===== src/rtl/imem_loader_if.sv =====
// -----------------------------------------------------------------------------
// imem_loader_if
// Byte-stream valid/ready channel feeding the boot loader.
//   in_valid  : source has a byte on in_data
//   in_data   : 8-bit payload byte
//   in_ready  : loader can take a byte; transfer on in_valid && in_ready
// Modports: master = byte source, slave = loader.
// -----------------------------------------------------------------------------
interface imem_loader_if;
    logic       in_valid;
    logic [7:0] in_data;
    logic       in_ready;

    modport master (output in_valid, output in_data, input in_ready);
    modport slave  (input in_valid, input in_data, output in_ready);
endinterface


===== src/rtl/imem_loader.sv =====
// -----------------------------------------------------------------------------
// imem_loader
// Boot-time program loader for the RV32I core. Parses a framed byte stream
// (0xA5, N, 4N little-endian payload bytes [, checksum]) and writes each
// assembled 32-bit word into instruction memory. The core stays in reset until
// the whole frame has been committed.
//
// Optional feature: define LOADER_CHECKSUM_EN to expect a trailing XOR checksum
// byte over all payload bytes; a mismatch rejects the frame.
//
// Ports:
//   clk, reset      clock, synchronous active-high reset
//   i_restart       one-cycle abort/reload request, returns to IDLE
//   s_in            byte-stream channel (imem_loader_if.slave)
//   o_imem_we       one-cycle write pulse per assembled word
//   o_imem_addr     word address of the write
//   o_imem_wdata    word to write
//   o_core_rst      core reset, high until the frame is committed
//   o_done          frame committed, core running
//   o_err           frame rejected, core held in reset
//   o_word_count    words written in the current frame
// -----------------------------------------------------------------------------
module imem_loader #(
    parameter int IMEM_WORDS = 64,
    parameter int ADDR_W     = 6
) (
    input  logic              clk,
    input  logic              reset,
    input  logic              i_restart,
    imem_loader_if.slave      s_in,
    output logic              o_imem_we,
    output logic [ADDR_W-1:0] o_imem_addr,
    output logic [31:0]       o_imem_wdata,
    output logic              o_core_rst,
    output logic              o_done,
    output logic              o_err,
    output logic [ADDR_W:0]   o_word_count
);

    localparam logic [7:0] HDR_BYTE = 8'hA5;
    localparam logic [8:0] MAX_LEN  = 9'(IMEM_WORDS);

`ifdef LOADER_CHECKSUM_EN
    typedef enum logic [2:0] {
        ST_IDLE, ST_LEN, ST_DATA, ST_CHK, ST_DONE, ST_ERR
    } state_t;
`else
    typedef enum logic [2:0] {
        ST_IDLE, ST_LEN, ST_DATA, ST_DONE, ST_ERR
    } state_t;
`endif

    state_t            r_state;
    state_t            w_state_nx;
    logic [ADDR_W:0]   r_len;
    logic [ADDR_W:0]   r_word_count;
    logic [1:0]        r_byte_cnt;
    logic [23:0]       r_word;
    logic              r_imem_we;
    logic [ADDR_W-1:0] r_imem_addr;
    logic [31:0]       r_imem_wdata;
    logic              r_core_rst;
    logic              r_done;
    logic              r_err;
`ifdef LOADER_CHECKSUM_EN
    logic [7:0]        r_xor;
`endif

    logic              w_ready;
    logic              w_acc;
    logic              w_len_bad;
    logic [ADDR_W:0]   w_wc_inc;
    logic              w_last_word;

    // Ready is a pure function of state so a byte can be taken every cycle;
    // reset forces it low so nothing is accepted while the block is reset.
    assign w_ready     = !reset && (r_state != ST_DONE) && (r_state != ST_ERR);
    assign w_acc       = s_in.in_valid && w_ready;
    assign w_len_bad   = (s_in.in_data == 8'd0) || ({1'b0, s_in.in_data} > MAX_LEN);
    assign w_wc_inc    = r_word_count + (ADDR_W+1)'(1);
    assign w_last_word = (w_wc_inc == r_len);

    assign s_in.in_ready = w_ready;
    assign o_imem_we     = r_imem_we;
    assign o_imem_addr   = r_imem_addr;
    assign o_imem_wdata  = r_imem_wdata;
    assign o_core_rst    = r_core_rst;
    assign o_done        = r_done;
    assign o_err         = r_err;
    assign o_word_count  = r_word_count;

    always_ff @(posedge clk) begin
        if (reset) r_state <= ST_IDLE;
        else       r_state <= w_state_nx;
    end

    always_comb begin
        w_state_nx = r_state;
        if (w_acc) begin
            case (r_state)
                ST_IDLE: if (s_in.in_data == HDR_BYTE) w_state_nx = ST_LEN;
                ST_LEN:  w_state_nx = w_len_bad ? ST_ERR : ST_DATA;
                ST_DATA: begin
                    if (r_byte_cnt == 2'd3 && w_last_word) begin
`ifdef LOADER_CHECKSUM_EN
                        w_state_nx = ST_CHK;
`else
                        w_state_nx = ST_DONE;
`endif
                    end
                end
`ifdef LOADER_CHECKSUM_EN
                ST_CHK:  w_state_nx = (s_in.in_data == r_xor) ? ST_DONE : ST_ERR;
`endif
                default: ;
            endcase
        end
        // restart wins over a byte accepted in the same cycle
        if (i_restart) w_state_nx = ST_IDLE;
    end

    always_ff @(posedge clk) begin
        if (reset) begin
            r_len        <= '0;
            r_word_count <= '0;
            r_byte_cnt   <= '0;
            r_word       <= '0;
            r_imem_we    <= 1'b0;
            r_imem_addr  <= '0;
            r_imem_wdata <= '0;
            r_core_rst   <= 1'b1;
            r_done       <= 1'b0;
            r_err        <= 1'b0;
`ifdef LOADER_CHECKSUM_EN
            r_xor        <= '0;
`endif
        end else if (i_restart) begin
            // imem address/data are left as-is; words already written stay.
            r_word_count <= '0;
            r_byte_cnt   <= '0;
            r_imem_we    <= 1'b0;
            r_core_rst   <= 1'b1;
            r_done       <= 1'b0;
            r_err        <= 1'b0;
`ifdef LOADER_CHECKSUM_EN
            r_xor        <= '0;
`endif
        end else begin
            // Status follows the state one edge later, so the core is only
            // released after the final imem write has committed.
            r_imem_we  <= 1'b0;
            r_core_rst <= (r_state != ST_DONE);
            r_done     <= (r_state == ST_DONE);
            r_err      <= (r_state == ST_ERR);
            if (w_acc) begin
                if (r_state == ST_LEN) begin
                    r_len <= (ADDR_W+1)'(s_in.in_data);
                end
                if (r_state == ST_DATA) begin
                    r_byte_cnt <= r_byte_cnt + 2'd1;
`ifdef LOADER_CHECKSUM_EN
                    r_xor      <= r_xor ^ s_in.in_data;
`endif
                    if (r_byte_cnt == 2'd3) begin
                        r_imem_we    <= 1'b1;
                        r_imem_addr  <= r_word_count[ADDR_W-1:0];
                        r_imem_wdata <= {s_in.in_data, r_word};
                        r_word_count <= w_wc_inc;
                    end else begin
                        // little-endian: earliest byte ends up in bits [7:0]
                        r_word <= {s_in.in_data, r_word[23:8]};
                    end
                end
            end
        end
    end

endmodule


===== src/flat_wrapper.sv =====
// flat-port wrapper written by rule: the top's interface ports become plain ports
module imem_loader_flat 
#(
    parameter int IMEM_WORDS = 64,
    parameter int ADDR_W     = 6
)
  (clk, reset, i_restart, o_imem_we, o_imem_addr, o_imem_wdata, o_core_rst, o_done, o_err, o_word_count, s_in_in_valid, s_in_in_data, s_in_in_ready);
  imem_loader_if s_in_i ();
  input  logic clk;
  input  logic reset;
  input  logic i_restart;
  output logic o_imem_we;
  output logic [ADDR_W-1:0] o_imem_addr;
  output logic [31:0] o_imem_wdata;
  output logic o_core_rst;
  output logic o_done;
  output logic o_err;
  output logic [ADDR_W:0] o_word_count;
  input wire logic [$bits(s_in_i.in_valid)-1:0] s_in_in_valid;
  input wire logic [$bits(s_in_i.in_data)-1:0] s_in_in_data;
  output wire logic [$bits(s_in_i.in_ready)-1:0] s_in_in_ready;
  assign s_in_i.in_valid = s_in_in_valid;
  assign s_in_i.in_data = s_in_in_data;
  assign s_in_in_ready = s_in_i.in_ready;
  imem_loader #(.IMEM_WORDS(IMEM_WORDS), .ADDR_W(ADDR_W)) u_core (.clk(clk), .reset(reset), .i_restart(i_restart), .s_in(s_in_i), .o_imem_we(o_imem_we), .o_imem_addr(o_imem_addr), .o_imem_wdata(o_imem_wdata), .o_core_rst(o_core_rst), .o_done(o_done), .o_err(o_err), .o_word_count(o_word_count));
endmodule

===== config.mk =====
export PLATFORM = sky130hd
export DESIGN_NAME = imem_loader_flat
export DESIGN_NICKNAME = d
export VERILOG_FILES = /design/src/rtl/imem_loader_if.sv /design/src/rtl/imem_loader.sv /design/src/flat_wrapper.sv
export SDC_FILE = /design/constraint.sdc
export NUM_CORES = 1
export LEC_CHECK = 0
export ABC_AREA = 1
export BUFFER_PORTS_ARGS = -buffer_cell sky130_fd_sc_hd__buf_2
export CELL_PAD_IN_SITES_DETAIL_PLACEMENT = 1
export CELL_PAD_IN_SITES_GLOBAL_PLACEMENT = 2
export CORE_ASPECT_RATIO = 0.8
export CORE_UTILIZATION = 25
export CTS_CLUSTER_DIAMETER = 30
export DETAILED_ROUTE_END_ITERATION = 16
export PLACE_DENSITY_LB_ADDON = 0.1
export SLEW_MARGIN = 20
export SYNTH_ARGS = -nofsm -noshare
export SYNTH_HDL_FRONTEND = slang
export SYNTH_SLANG_ARGS = --single-unit
export TNS_END_PERCENT = 50

===== constraint.sdc =====
create_clock -name clk -period 2.25 [get_ports clk]
set_input_delay 0.45 -clock clk [delete_from_list [all_inputs] [get_ports clk]]
set_output_delay 0.45 -clock clk [all_outputs]
set_load 0.03 [all_outputs]

== Word-level counts from Yosys, hierarchy flattened ==
Cells that the tools add are included.

* Output and inout bits: 50
* Logic and storage cells: 51
* Flip-flop bits (word level): 85

* Magnitude comparators: 1
* Add/sub/neg operators: 2
* Multiplexer cells: 5
* Eq/ne operators: 11
* Reduce and logical (&&, ||, !) cells: 17
* Bitwise logic cells: 4

{| class="wikitable"
|+ Operator list
! kind !! count
|-
| 4-bit AND reduction || 3
|-
| 3-bit two-way mux || 3
|-
| 3-bit case mux with 3 select lines || 1
|-
| 8-bit equality test, second input constant || 1
|-
| 8-bit by 7-bit greater-than comparator with 1-bit output, second input constant || 1
|-
| 8-bit zero test || 1
|-
| 7-bit by 1-bit adder with 7-bit output, second input constant || 1
|-
| 7-bit equality test || 1
|-
| 3-bit by 2-bit equality test with 1-bit output, second input constant || 2
|-
| 3-bit AND reduction || 2
|-
| 1-bit logical AND || 4
|-
| 2-bit by 1-bit != test with 1-bit output, second input constant || 2
|-
| 1-bit NOT || 4
|-
| 4-bit OR reduction || 1
|-
| 3-bit by 1-bit equality test with 1-bit output, second input constant || 1
|-
| 3-bit equality test, second input constant || 1
|-
| 3-bit zero test || 1
|-
| 3-bit by 2-bit != test with 1-bit output, second input constant || 1
|-
| 3-bit != test, second input constant || 1
|-
| 3-bit nonzero test || 1
|-
| 2-bit by 1-bit adder with 2-bit output, second input constant || 1
|-
| 2-bit equality test, second input constant || 1
|-
| 2-bit AND reduction || 1
|-
| 2-bit OR reduction || 1
|-
| 3 further kinds || 3
|}

== Logic depth before layout (Yosys ltp) ==
Gate-level depths: netlist (run 1).

* Depth in word-level cells: 6
* Mapped depth: 14
* Mapped depth without buffers: 14

== Worst setup path before layout (run 1) ==
OpenSTA, ideal clock, no wires.

* Kind: input port to flip-flop
* From: in reset
* To: reg u_core.r_imem_addr[2] (netlist: u_core.o_imem_addr[2])
* Buffers on the path: 2
* Stages on the path: 12
* Library setup time: 0.142 ns
* Arrival time: 1.760 ns
* Setup slack: 0.348 ns
* Cell sequence: inv_2 > o21ai_2 > nor2_2 > nand2_2 > nor2_4 > nand2_4 > inv_6 > nand2_4 > buf_6 > buf_2 > nand2_1 > a21oi_2

* Cells in the longest elaborated chain, start to end: 5

{| class="wikitable"
|+ Ends and longest elaborated chain
! what !! RTL line !! source
|-
| from (decl) || flat_wrapper.sv:10 || <nowiki>input logic reset;</nowiki>
|-
| 1-bit zero test || imem_loader.sv:77 || <nowiki>assign w_ready = !reset && (r_state != ST_DONE) && (r_state != ST_ERR);</nowiki>
|-
| 1-bit logical AND (2 in a row) || imem_loader.sv:77 ||
|-
| via s_in_in_ready || flat_wrapper.sv:21 || <nowiki>output wire logic [$bits(s_in_i.in_ready)-1:0] s_in_in_ready;</nowiki>
|-
| 1-bit logical AND || imem_loader.sv:78 || <nowiki>assign w_acc = s_in.in_valid && w_ready;</nowiki>
|-
| 4-bit AND reduction (no source line) || n/a ||
|-
| to (signal assigned) || imem_loader.sv:166 || <nowiki>r_imem_addr <= r_word_count[ADDR_W-1:0];</nowiki>
|-
| to (decl) || imem_loader.sv:60 || <nowiki>logic [ADDR_W-1:0] r_imem_addr;</nowiki>
|}

The timed path passes the listed nets, and every way through them passes these cells.
A chain may end at the register's enable or synchronous reset.

== Worst setup path after layout (run 1) ==
* From: reg u_core.r_state[0]
* To: reg u_core.r_imem_wdata[8] (netlist: u_core.o_imem_wdata[8])

* Cells in the longest elaborated chain, start to end: 5
* Elaborated cells between the ends (all ways): 7
* Classes of those cells: 3 x eq/ne; 4 x reduce/logical

{| class="wikitable"
|+ Ends and longest elaborated chain
! what !! RTL line !! source
|-
| from (decl) || imem_loader.sv:53 || <nowiki>state_t r_state;</nowiki>
|-
| from (signal assigned) || imem_loader.sv:94 || <nowiki>else r_state <= w_state_nx;</nowiki>
|-
| 3-bit by 2-bit != test with 1-bit output || imem_loader.sv:77 ||
|-
| 1-bit logical AND (2 in a row) || imem_loader.sv:77 ||
|-
| 1-bit logical AND || imem_loader.sv:78 ||
|-
| 4-bit AND reduction (no source line) * || n/a ||
|-
| to (signal assigned) || imem_loader.sv:167 || <nowiki>r_imem_wdata <= {s_in.in_data, r_word};</nowiki>
|-
| to (decl) || imem_loader.sv:61 || <nowiki>logic [31:0] r_imem_wdata;</nowiki>
|}

Mark *: on every way between the ends. The rest lies on a longest branch, timed or not.

==> metrics, run 1 <==
clk slew on worst S/H paths=roughly 0.06 ns; RSZ-0062 raised after global routing=false; hpwl dp=6850 um; Slew Limit Fails=0; Cells after DPL=684; worst hold path type=in2reg; total die area=0.0144 sq mm; area share of xor/xnor cells in the synthesized design=0%; Row Count=38; first-pass GRT wire length=15700 um; Routed Wire Length=roughly 9600 um; Seq cells post-synth=85; Slowest Stage Delay on Critical Path=0.37 ns; Rel. slew slack=between 70% and 80%; Hold WS=~0.41 ns; compound-gate portion of the synthesized area=around 21%; Pwr Density=~700 mW/mm^2; initial antenna violation count=0; final worst setup slack=between 0.2 and 0.3 ns; final-report hold violation count=0; clock latency on the worst-skew pair=around 0.34 ns; cell-internal power=2.30 mW; most common cell after layout, fill and taps aside=nand2_1; CP top delay family=simple AND/OR/NAND/NOR gates; M2 GR Usage=roughly a fifth; Clock power frac=around 46%; Placed Area=just under 0.004 sq mm; Layout Utilization=31.2%; commonest cells after routing, fill and taps aside=nand2_1, dfxtp_1, buf_2; crit-path cells=inv_1, nor3_1, nor2_2, nand2_2, nor2_4, nand2_4, inv_6, nand2_4, clkinv_4, nand2_1, a21oi_2; Finished Cell Area=between 0.004 and 0.005 sq mm; largest family of logic cells by synthesized area=compound AO/OA/AOI/OAI gates; CP bufs+invs=3; Via-to-Cell Ratio=around 4.3; TritonCTS clock tree=built; Reg power frac=between 50% and 60%; Via Count=~3000; All-Layer GR Usage=14.5%; H-Tree Level Count=3; gr ovfl total=0; IO buf count=61; critical path's slowest cell=dfxtp_1; GPL Wtd Cong=a little over 0.7; dpl ws=approximately 0.25 ns; crit path launch type=register; YS warnings=0; Leak=about 1.8 nW; post-route minimum period=1.96 ns; Final Net Count=529; Synth Net Count=between 400 and 500; crit path DAT=between 2 and 2.5 ns; antenna cells=0; largest net degree at the start of global routing=49; Mean Syn Cell Area=7.61 sq um; I/O Pins=between 60 and 70; Avg WL per Cell=approximately 14 um; max_cap viols=0; Worst-Margin Slew=about 0.44 ns; setup repair bufs after CTS=0; CP Class=reg2reg; M3 GR Usage=under 10%; starting density of the core=approximately 26%; sw power=approximately 0.66 mW; Die Span X=between 100 and 150 um; CTS Root Cell=clkbuf_16; die height=approximately 110 um; share of post-route cells with drive strength above 1=22.2%; peak supply drop=roughly 0.45 mV; CTS Buf Count=9; Top Usage Layer GRT=met2; logic gate share of total power=between 2 and 3%; # DRC=0; adder-cell area share of the yosys netlist=less than 1%; TritonCTS sink count=85; clk buf depth=2; CP endpoint kind=register; Worst EP required=2.46 ns; crit share post-route=between 80% and 90%; Overall Power=2.96 mW; area growth from synthesis to layout=21.7%; ANT nets after route=0; final setup fails=0; status=finished clean; post-synthesis mux area share=0%; Core Area=around 0.014 sq mm; Sw Share=between 20% and 30%; Post-Syn Instances=around 460; simple-gate share of the synthesized area=19.1%; First-pass DRT Iterations=4; post-cts resize count=0; most used cell along the critical path=nand2_4; starting DRC count in detailed routing=131; crit-path max FO=31; CTS Hold Buffers Added=0; met1 GRT Util=between 20% and 30%; vias in the first global route=2971; Clock Skews=0.00546 ns; post-synthesis sequential area ratio=between 40% and 50%; fmax=a little over 500 MHz; Fin Setup TNS=0 ns; Netlist Area Pre-Place=between 0.003 and 0.004 sq mm; Non-Filler Instances=around 700; Distinct cells, synth=29
## cell families after synthesis
| family | Yosys count |
|---|---|
| AOI/OAI and AO/OA | 127 |
| adders and majority gates | 2 |
| buffers and inverters | 83 |
| DFF | 85 |
| and+or+nand+nor | 160 |
## layer usage
metal / up-vias / wire length (um)
li1: 1583 / -
met3: 7 / 448
met1: 1375 / 5120
met5: - / 0
met2: 56 / 3900
met4: 0 / 135
## final cells by class
type | instances | area (sq um)
Fill cell | 1677 | 9320
Clock inverter | 4 | 25.0
Sequential cell | 85 | 1700
Inverter | 61 | 239
Clock buffer | 11 | 243
Timing Repair Buffer | 69 | 390
Multi-Input combinational cell | 289 | 1410
Tap cell | 180 | 225
## path summary, 6_finish.rpt
check | startpoint | end | slack, ns | cells past startpoint
worst max register to register | u_core.r_state[0] | u_core.o_imem_wdata[8] | 0.29 | 11
worst min register to register | u_core.r_word[1] | u_core.r_word[1] | 0.45 | 2
worst max-delay path | u_core.r_state[0] | u_core.o_imem_wdata[8] | 0.29 | 11
worst min-delay path | s_in_in_data[0] | u_core.o_imem_wdata[24] | 0.41 | 3
## registers in the layout, summed over array words and instances (netlist names)
register and flops:
u_core.o_done 1, u_core.o_imem_addr 6, u_core.r_word 24, u_core.o_word_count 7, u_core.r_state 3, u_core.o_core_rst 1, u_core.o_err 1, u_core.o_imem_wdata 32
u_core.r_byte_cnt 2, u_core.o_imem_we 1, u_core.r_len 7
## power by group through the flow
stage          Clock, mW  Sequential, mW  Combinational (mW)
2_1_floorplan          0            1.54              0.0440
3_3_place_gp           0            1.54              0.0866
3_5_place_dp           0            1.54              0.0863
4_1_cts             1.43            1.50              0.0864
5_1_grt             1.49            1.50              0.0953
6_report            1.37            1.50              0.0842
## worst reg2reg max path, cell delays in order (launching register included)
cell and delay [ns]:
dfxtp_1 0.37, inv_1 0.10, nor3_1 0.27, nor2_2 0.09, nand2_2 0.09, nor2_4 0.05
nand2_4 0.09, inv_6 0.07, nand2_4 0.21, clkinv_4 0.27, nand2_1 0.17, a21oi_2 0.06
## Yosys cell counts (all sizes together)
library cell  number  area, sq um
a21o               1         7.51
a21oi             71          423
a41oi              1         8.76
buf               10         85.1
clkbuf            12         45.0
clkinv             1         8.76
dfxtp             85         1700
ha                 2         25.0
inv               60          230
nand2            108          428
nand3             12         60.1
nand3b             1         7.51
nand4              1         6.26
nor2              31          126
nor3               6         30.0
o21ai             53          269
o21bai             1         7.51
or2                1         6.26
Note: power is estimated with default switching activity, not from simulation.
==> run 2: changes to the inputs <==
CORE_MARGIN = 2   (was unset)
==> run 2 against run 1 <==
Compared with the run above: sequential share of layout area is 0.31 points lower; cell count stayed put; cell area is 0.77% higher; utilization is 0.24 points higher; combinational power is 1% lower; critical endpoint is now u_core.o_imem_wdata[20].
==> metrics, run 2 (synthesis gave the netlist of run 1 again) <==
HP Start=s_in_in_data[0] (unchanged); die height=109 um (was 107 um); Multi-input gate area=0.00141 sq mm (about the same); RSZ-0062 raised after global routing=false (unchanged); reg-to-reg slack, setup=0.30 ns (was 0.29 ns); Layout Utilization=31.4% (was 31.2%); crit-path cells=inv_1, nand2_2, o21ai_2, nor2_2, nand2_2, nor2_4, nand2_4, inv_6, nand2_4, buf_12, o21ai_0, inv_1 (was inv_1, nor3_1, nor2_2, nand2_2, nor2_4, nand2_4, inv_6, nand2_4, clkinv_4, nand2_1, a21oi_2); starting DRC count in detailed routing=133 (was 131); antenna cells=0 (unchanged); Min-Delay Path Depth=3 (unchanged); critical path's slowest cell=dfxtp_1 (unchanged); Finished Cell Area=0.00426 sq mm (was 0.00423 sq mm); Sw Share=20.9% (was 22.4%); Cells after DPL=683 (was 684); gr ovfl total=0 (unchanged); CP endpoint kind=register (unchanged); TritonCTS clock tree=built (unchanged); Worst Hold Endpoint=u_core.o_imem_wdata[24] (unchanged); final-report hold violation count=0 (unchanged); area growth from synthesis to layout=22.6% (was 21.7%); Pwr Density=735 mW/mm^2 (was 699 mW/mm^2); Rel. slew slack=69.8% (was 70.9%); First-pass DRT Iterations=4 (unchanged); Slew Limit Fails=0 (unchanged); CTS Buf Count=9 (unchanged); crit path DAT=2.19 ns (was 2.18 ns); Worst-Margin Slew=0.454 ns (was 0.436 ns); status=finished clean (unchanged); Slowest Stage Delay on Critical Path=0.38 ns (was 0.37 ns); Routed Wire Length=9890 um (was 9600 um); IO buf count=61 (unchanged); logic gate share of total power=2.7% (was 2.8%); ANT nets after route=0 (unchanged); max_cap viols=0 (unchanged); crit share post-route=86.7% (was 87.3%); Core Area=0.0136 sq mm (unchanged); max reg flops=32 (unchanged); cell-internal power=2.48 mW (was 2.30 mW); crit path launch type=register (unchanged); Placed Area=0.00394 sq mm (was 0.00396 sq mm); Clock Skews=0.00584 ns (was 0.00546 ns); Filler cells=1676 (was 1677); fmax=513 MHz (was 509 MHz); hpwl dp=7020 um (was 6850 um); Die Span X=136 um (was 134 um); H-Tree Level Count=3 (unchanged); clock latency on the worst-skew pair=0.34 ns (about the same); initial antenna violation count=0 (unchanged); first-pass GRT wire length=16200 um (was 15700 um); Row Count=38 (unchanged); largest net degree at the start of global routing=49 (unchanged); most common cell after layout, fill and taps aside=nand2_1 (unchanged); Reg power frac=48.0% (was 50.9%); clk slew on worst S/H paths=0.06 ns (about the same); # DRC=0 (unchanged); vias in the first global route=3000 (was 2971); I/O Pins=62 (unchanged); CP Class=reg2reg (unchanged); Avg WL per Cell=14.2 um (was 13.7 um); CTS Hold Buffers Added=0 (unchanged); peak supply drop=0.348 mV (was 0.446 mV); Seq. cell area=0.00170 sq mm (unchanged); post-route minimum period=1.95 ns (was 1.96 ns); share of post-route cells with drive strength above 1=22.4% (was 22.2%); Leak=1.81 nW (was 1.79 nW); All-Layer GR Usage=14.3% (was 14.5%); R2R depth=12 (was 11); Worst EP required=2.49 ns (was 2.46 ns); setup repair bufs after CTS=0 (unchanged); final setup fails=0 (unchanged); Final Net Count=528 (was 529); sw power=0.656 mW (was 0.661 mW); Overall Power=3.13 mW (was 2.96 mW); CTS Root Cell=clkbuf_16 (unchanged); TritonCTS sink count=85 (unchanged); clk buf depth=2 (unchanged); Fin Setup TNS=0 ns (unchanged); R2R Path End=u_core.o_imem_wdata[20] (was u_core.o_imem_wdata[8]); commonest cells after routing, fill and taps aside=nand2_1, dfxtp_1, buf_2 (unchanged); Non-Filler Instances=699 (unchanged); Reg-to-Reg Start=u_core.r_state[0] (unchanged); starting density of the core=25.7% (unchanged); total die area=0.0149 sq mm (was 0.0144 sq mm); crit-path max FO=27 (was 31); Via-to-Cell Ratio=4.35 (was 4.32); worst hold path type=in2reg (unchanged); GPL Wtd Cong=0.762 (was 0.722); Via Count=3041 (was 3021); Clock power frac=49.3% (was 46.3%)
[run 2: cell types whose count changed in the layout (fill, tap and decap cells not counted)]
cell / change
clkbuf_8: +2
buf_12: -1
bufinv_16: +1
clkinv_2: -1
clkinv_4: -1
clkinvlp_4: -1
inv_8: +1
nor3_1: -1
nor3_2: +1
[run 2: final cells by class]
class	count	area share, %
Sequential cell	85	39.9
Multi-Input combinational cell	289	33.1
Timing Repair Buffer	68	8.69
Clock buffer	13	6.34
Inverter	61	5.67
Tap cell	180	5.28
Clock inverter	3	0.998
[run 2: through the flow]
step	worst slack, ns	hold slack (ns)
after floorplan	0.348	0.424
after global placement	0.243	0.441
after detailed placement	0.195	0.441
after CTS	0.148	0.409
after global routing	0.0226	0.423
final	0.299	0.421
[run 2: worst max-delay path by stage]
stage,startpoint,depth (start not counted),slack [ns],end
2_1_floorplan,reset,12,0.35,u_core.o_imem_addr[2]
3_3_place_gp,u_core.r_state[0],11,0.24,u_core.o_imem_wdata[12]
3_5_place_dp,u_core.r_state[0],11,0.20,u_core.o_imem_wdata[12]
4_1_cts,u_core.r_state[0],11,0.15,u_core.o_imem_wdata[12]
5_1_grt,u_core.r_state[0],12,0.02,u_core.o_imem_wdata[20]
6_report,u_core.r_state[0],12,0.30,u_core.o_imem_wdata[20]
[run 2: metal layers]
metal / wire length (um) / GRT usage (%) / share of wire (%)
met2: 3990 / 20.3 / 40
met1: 5310 / 20.3 / 54
met4: 140 / 4.91 / 1.4
met5: 0 / 0 / 0
met3: 453 / 4.47 / 4.6
[run 2: what timing repair did]
action / 4_1_cts / 5_1_grt
hold endpoints to repair: 0 / 0
endpoints found under the setup margin: 0 / 22
gates resized for setup: 0 / 2
[run 2: critical path, delay by kind of cell, from the launching register on]
kind / cells / cell delay (ns)
buffers and inverters: 4 / 0.51
and+or+nand+nor: 6 / 0.71
AOI/OAI and AO/OA: 2 / 0.23
DFF: 1 / 0.38
[run 2: power by group through the flow]
stage	combinational, mW	clock, mW	sequential, mW
CTS	0.0856	1.61	1.50
detailed placement	0.0855	0	1.54
global placement	0.0859	0	1.54
floorplan	0.0440	0	1.54
global route	0.0934	1.68	1.50
finish	0.0832	1.54	1.50
==> run 3: changes to the inputs <==
GPL_TIMING_DRIVEN = 0   (was unset)
TNS_END_PERCENT = unset   (was 50)
==> run 3 against run 2 <==
Compared with the run above: register-to-register slack barely moved; maximum frequency shrank 0.52%; critical path depth increased by 1; worst hold slack got worse by 0.012 ns; first-iteration DRC count is 0.75% higher; clock-buffer cell count fell by 4; critical endpoint is now u_core.o_imem_wdata[17].
==> metrics, run 3 (synthesis gave the netlist of run 1 again) <==
starting density of the core=25.7% (unchanged); Reg power frac=46.3% (was 48.0%); worst hold path type=in2reg (unchanged); Leak=1.83 nW (was 1.81 nW); final-report hold violation count=0 (unchanged); RSZ-0062 raised after global routing=false (unchanged); Die Span X=136 um (unchanged); critical path's slowest cell=dfxtp_1 (unchanged); logic gate share of total power=2.6% (was 2.7%); post-cts resize count=0 (unchanged); Via-to-Cell Ratio=4.32 (was 4.35); Via Count=3084 (was 3041); H-Tree Level Count=3 (unchanged); Final Net Count=543 (was 528); clk slew on worst S/H paths=0.07 ns (was 0.06 ns); GPL Wtd Cong=0.772 (was 0.762); Min-Delay Path Depth=3 (unchanged); clock latency on the worst-skew pair=0.34 ns (about the same); Rel. slew slack=49.5% (was 69.8%); Pwr Density=748 mW/mm^2 (was 735 mW/mm^2); area growth from synthesis to layout=24.9% (was 22.6%); max_cap viols=0 (unchanged); Slew Limit Fails=0 (unchanged); ANT nets after route=0 (unchanged); Core Area=0.0136 sq mm (unchanged); setup repair bufs after CTS=0 (unchanged); dpl ws=0.117 ns (was 0.195 ns); fmax=510 MHz (was 513 MHz); crit path launch type=register (unchanged); Finished Cell Area=0.00434 sq mm (was 0.00426 sq mm); Fin Setup TNS=0 ns (unchanged); Row Count=38 (unchanged); All-Layer GR Usage=14.3% (about the same); Avg WL per Cell=14.0 um (was 14.2 um); I/O Pins=62 (unchanged); Sw Share=22.5% (was 20.9%); R2R depth=13 (was 12); TritonCTS sink count=85 (unchanged); CTS Buf Count=9 (unchanged); hpwl dp=7580 um (was 7020 um); Reg-to-Reg Start=u_core.r_state[0] (unchanged); largest net degree at the start of global routing=17 (was 49); share of post-route cells with drive strength above 1=22.7% (was 22.4%); final worst setup slack=0.289 ns (was 0.299 ns); First-pass DRT Iterations=4 (unchanged); crit-path max FO=10 (was 27); TritonCTS clock tree=built (unchanged); Filler cells=1705 (was 1676); Clock Skews=0.00683 ns (was 0.00584 ns); sw power=0.732 mW (was 0.656 mW); R2R Path End=u_core.o_imem_wdata[17] (was u_core.o_imem_wdata[20]); cell-internal power=2.51 mW (was 2.48 mW); starting DRC count in detailed routing=134 (was 133); die height=109 um (unchanged); status=finished clean (unchanged); # DRC=0 (unchanged); Routed Wire Length=10000 um (was 9890 um); reg-to-reg slack, setup=0.29 ns (was 0.30 ns); CP endpoint kind=register (unchanged); CP Depth=13 (was 12); vias in the first global route=3119 (was 3000); CP Class=reg2reg (unchanged); Worst EP required=2.46 ns (was 2.49 ns); Slowest Stage Delay on Critical Path=0.39 ns (was 0.38 ns); clk buf depth=2 (unchanged); antenna cells=0 (unchanged); Clock power frac=51.1% (was 49.3%); crit share post-route=87.2% (was 86.7%); CP top delay family=simple AND/OR/NAND/NOR gates (unchanged); Placed Area=0.00401 sq mm (was 0.00394 sq mm); Multi-input gate area=0.00141 sq mm (unchanged); peak supply drop=0.322 mV (was 0.348 mV); gr ovfl total=0 (unchanged); Seq. cell area=0.00170 sq mm (about the same); initial antenna violation count=0 (unchanged); first-pass GRT wire length=16200 um (about the same); CP bufs+invs=4 (unchanged); crit path launch=u_core.r_state[0] (unchanged); post-route minimum period=1.96 ns (was 1.95 ns); max reg flops=32 (unchanged); worst setup path endpoint=u_core.o_imem_wdata[17] (was u_core.o_imem_wdata[20]); final setup fails=0 (unchanged); commonest cells after routing, fill and taps aside=nand2_1, dfxtp_1, buf_2 (unchanged); IO buf count=61 (unchanged); total die area=0.0149 sq mm (unchanged); Worst-Margin Slew=0.758 ns (was 0.454 ns); most common cell after layout, fill and taps aside=nand2_1 (unchanged); CTS Root Cell=clkbuf_16 (unchanged); CTS Hold Buffers Added=0 (unchanged); crit-path cells=inv_1, nand2_2, o21ai_2, nor2_2, nand2_2, nor2_4, nand2_4, inv_6, nand2_4, buf_6, buf_2, nand2_1, a21oi_1 (was inv_1, nand2_2, o21ai_2, nor2_2, nand2_2, nor2_4, nand2_4, inv_6, nand2_4, buf_12, o21ai_0, inv_1); crit path DAT=2.17 ns (was 2.19 ns); Layout Utilization=32.0% (was 31.4%)
[run 3: cell types whose count changed in the layout (fill, tap and decap cells not counted), moves of 2 or more]
cell,before,now
buf_8,0,2
buf_4,6,1
buf_6,0,2
clkbuf_8,3,0
inv_6,1,5
clkbuf_1,1,12
buf_2,61,66
[run 3: metrics by stage]
stage | instances | hold slack [ns] | power (mW)
after floorplan | 457 | 0.424 | 1.58
after global placement | 698 | 0.436 | 1.63
after global routing | 714 | 0.421 | 3.37
after CTS | 714 | 0.401 | 3.30
after detailed placement | 698 | 0.441 | 1.63
final | 714 | 0.409 | 3.25
[run 3: worst min path at each step]
| stage | startpoint | endpoint | slack [ns] |
|---|---|---|---|
| detailed placement | u_core.r_word[5] | u_core.r_word[5] | 0.44 |
| finish | s_in_in_data[1] | u_core.o_imem_wdata[25] | 0.41 |
| global route | s_in_in_data[1] | u_core.o_imem_wdata[25] | 0.42 |
| CTS | s_in_in_data[1] | u_core.o_imem_wdata[25] | 0.40 |
| global placement | u_core.r_word[3] | u_core.r_word[3] | 0.44 |
| floorplan | u_core.r_word[1] | u_core.r_word[1] | 0.42 |
[run 3: area by class of cell]
class                      count  share of cell area [%]
inverter                      61                    5.51
buffer                        22                    3.00
sequential                    85                    39.2
clock buffer                   9                    5.19
timing repair buffer          61                    7.03
multi-input combinational    289                    32.5
clock inverter                 7                    2.36
tap                          180                    5.19
[run 3: power groups by stage]
| stage | combinational (mW) | clock (mW) | sequential [mW] |
|---|---|---|---|
| floorplan | 0.0440 | 0 | 1.54 |
| global placement | 0.0869 | 0 | 1.54 |
| detailed placement | 0.0876 | 0 | 1.54 |
| CTS | 0.0881 | 1.70 | 1.50 |
| global route | 0.0982 | 1.77 | 1.50 |
| finish | 0.0849 | 1.66 | 1.50 |
[run 3: worst reg2reg max path, delay by kind of cell (launching register included)]
kind / cells / cell delay [ns]
and+or+nand+nor: 7 / 0.71
buffers and inverters: 4 / 0.59
DFF: 1 / 0.39
AOI/OAI and AO/OA: 2 / 0.13
[run 3: metal layers]
layer,up-vias,GRT usage (%),part of all wire [%]
met5,-,0,0
met4,0,4.39,1.1
met3,11,3.32,3.8
met2,53,21.6,41
met1,1411,20.3,54
li1,1609,-,-
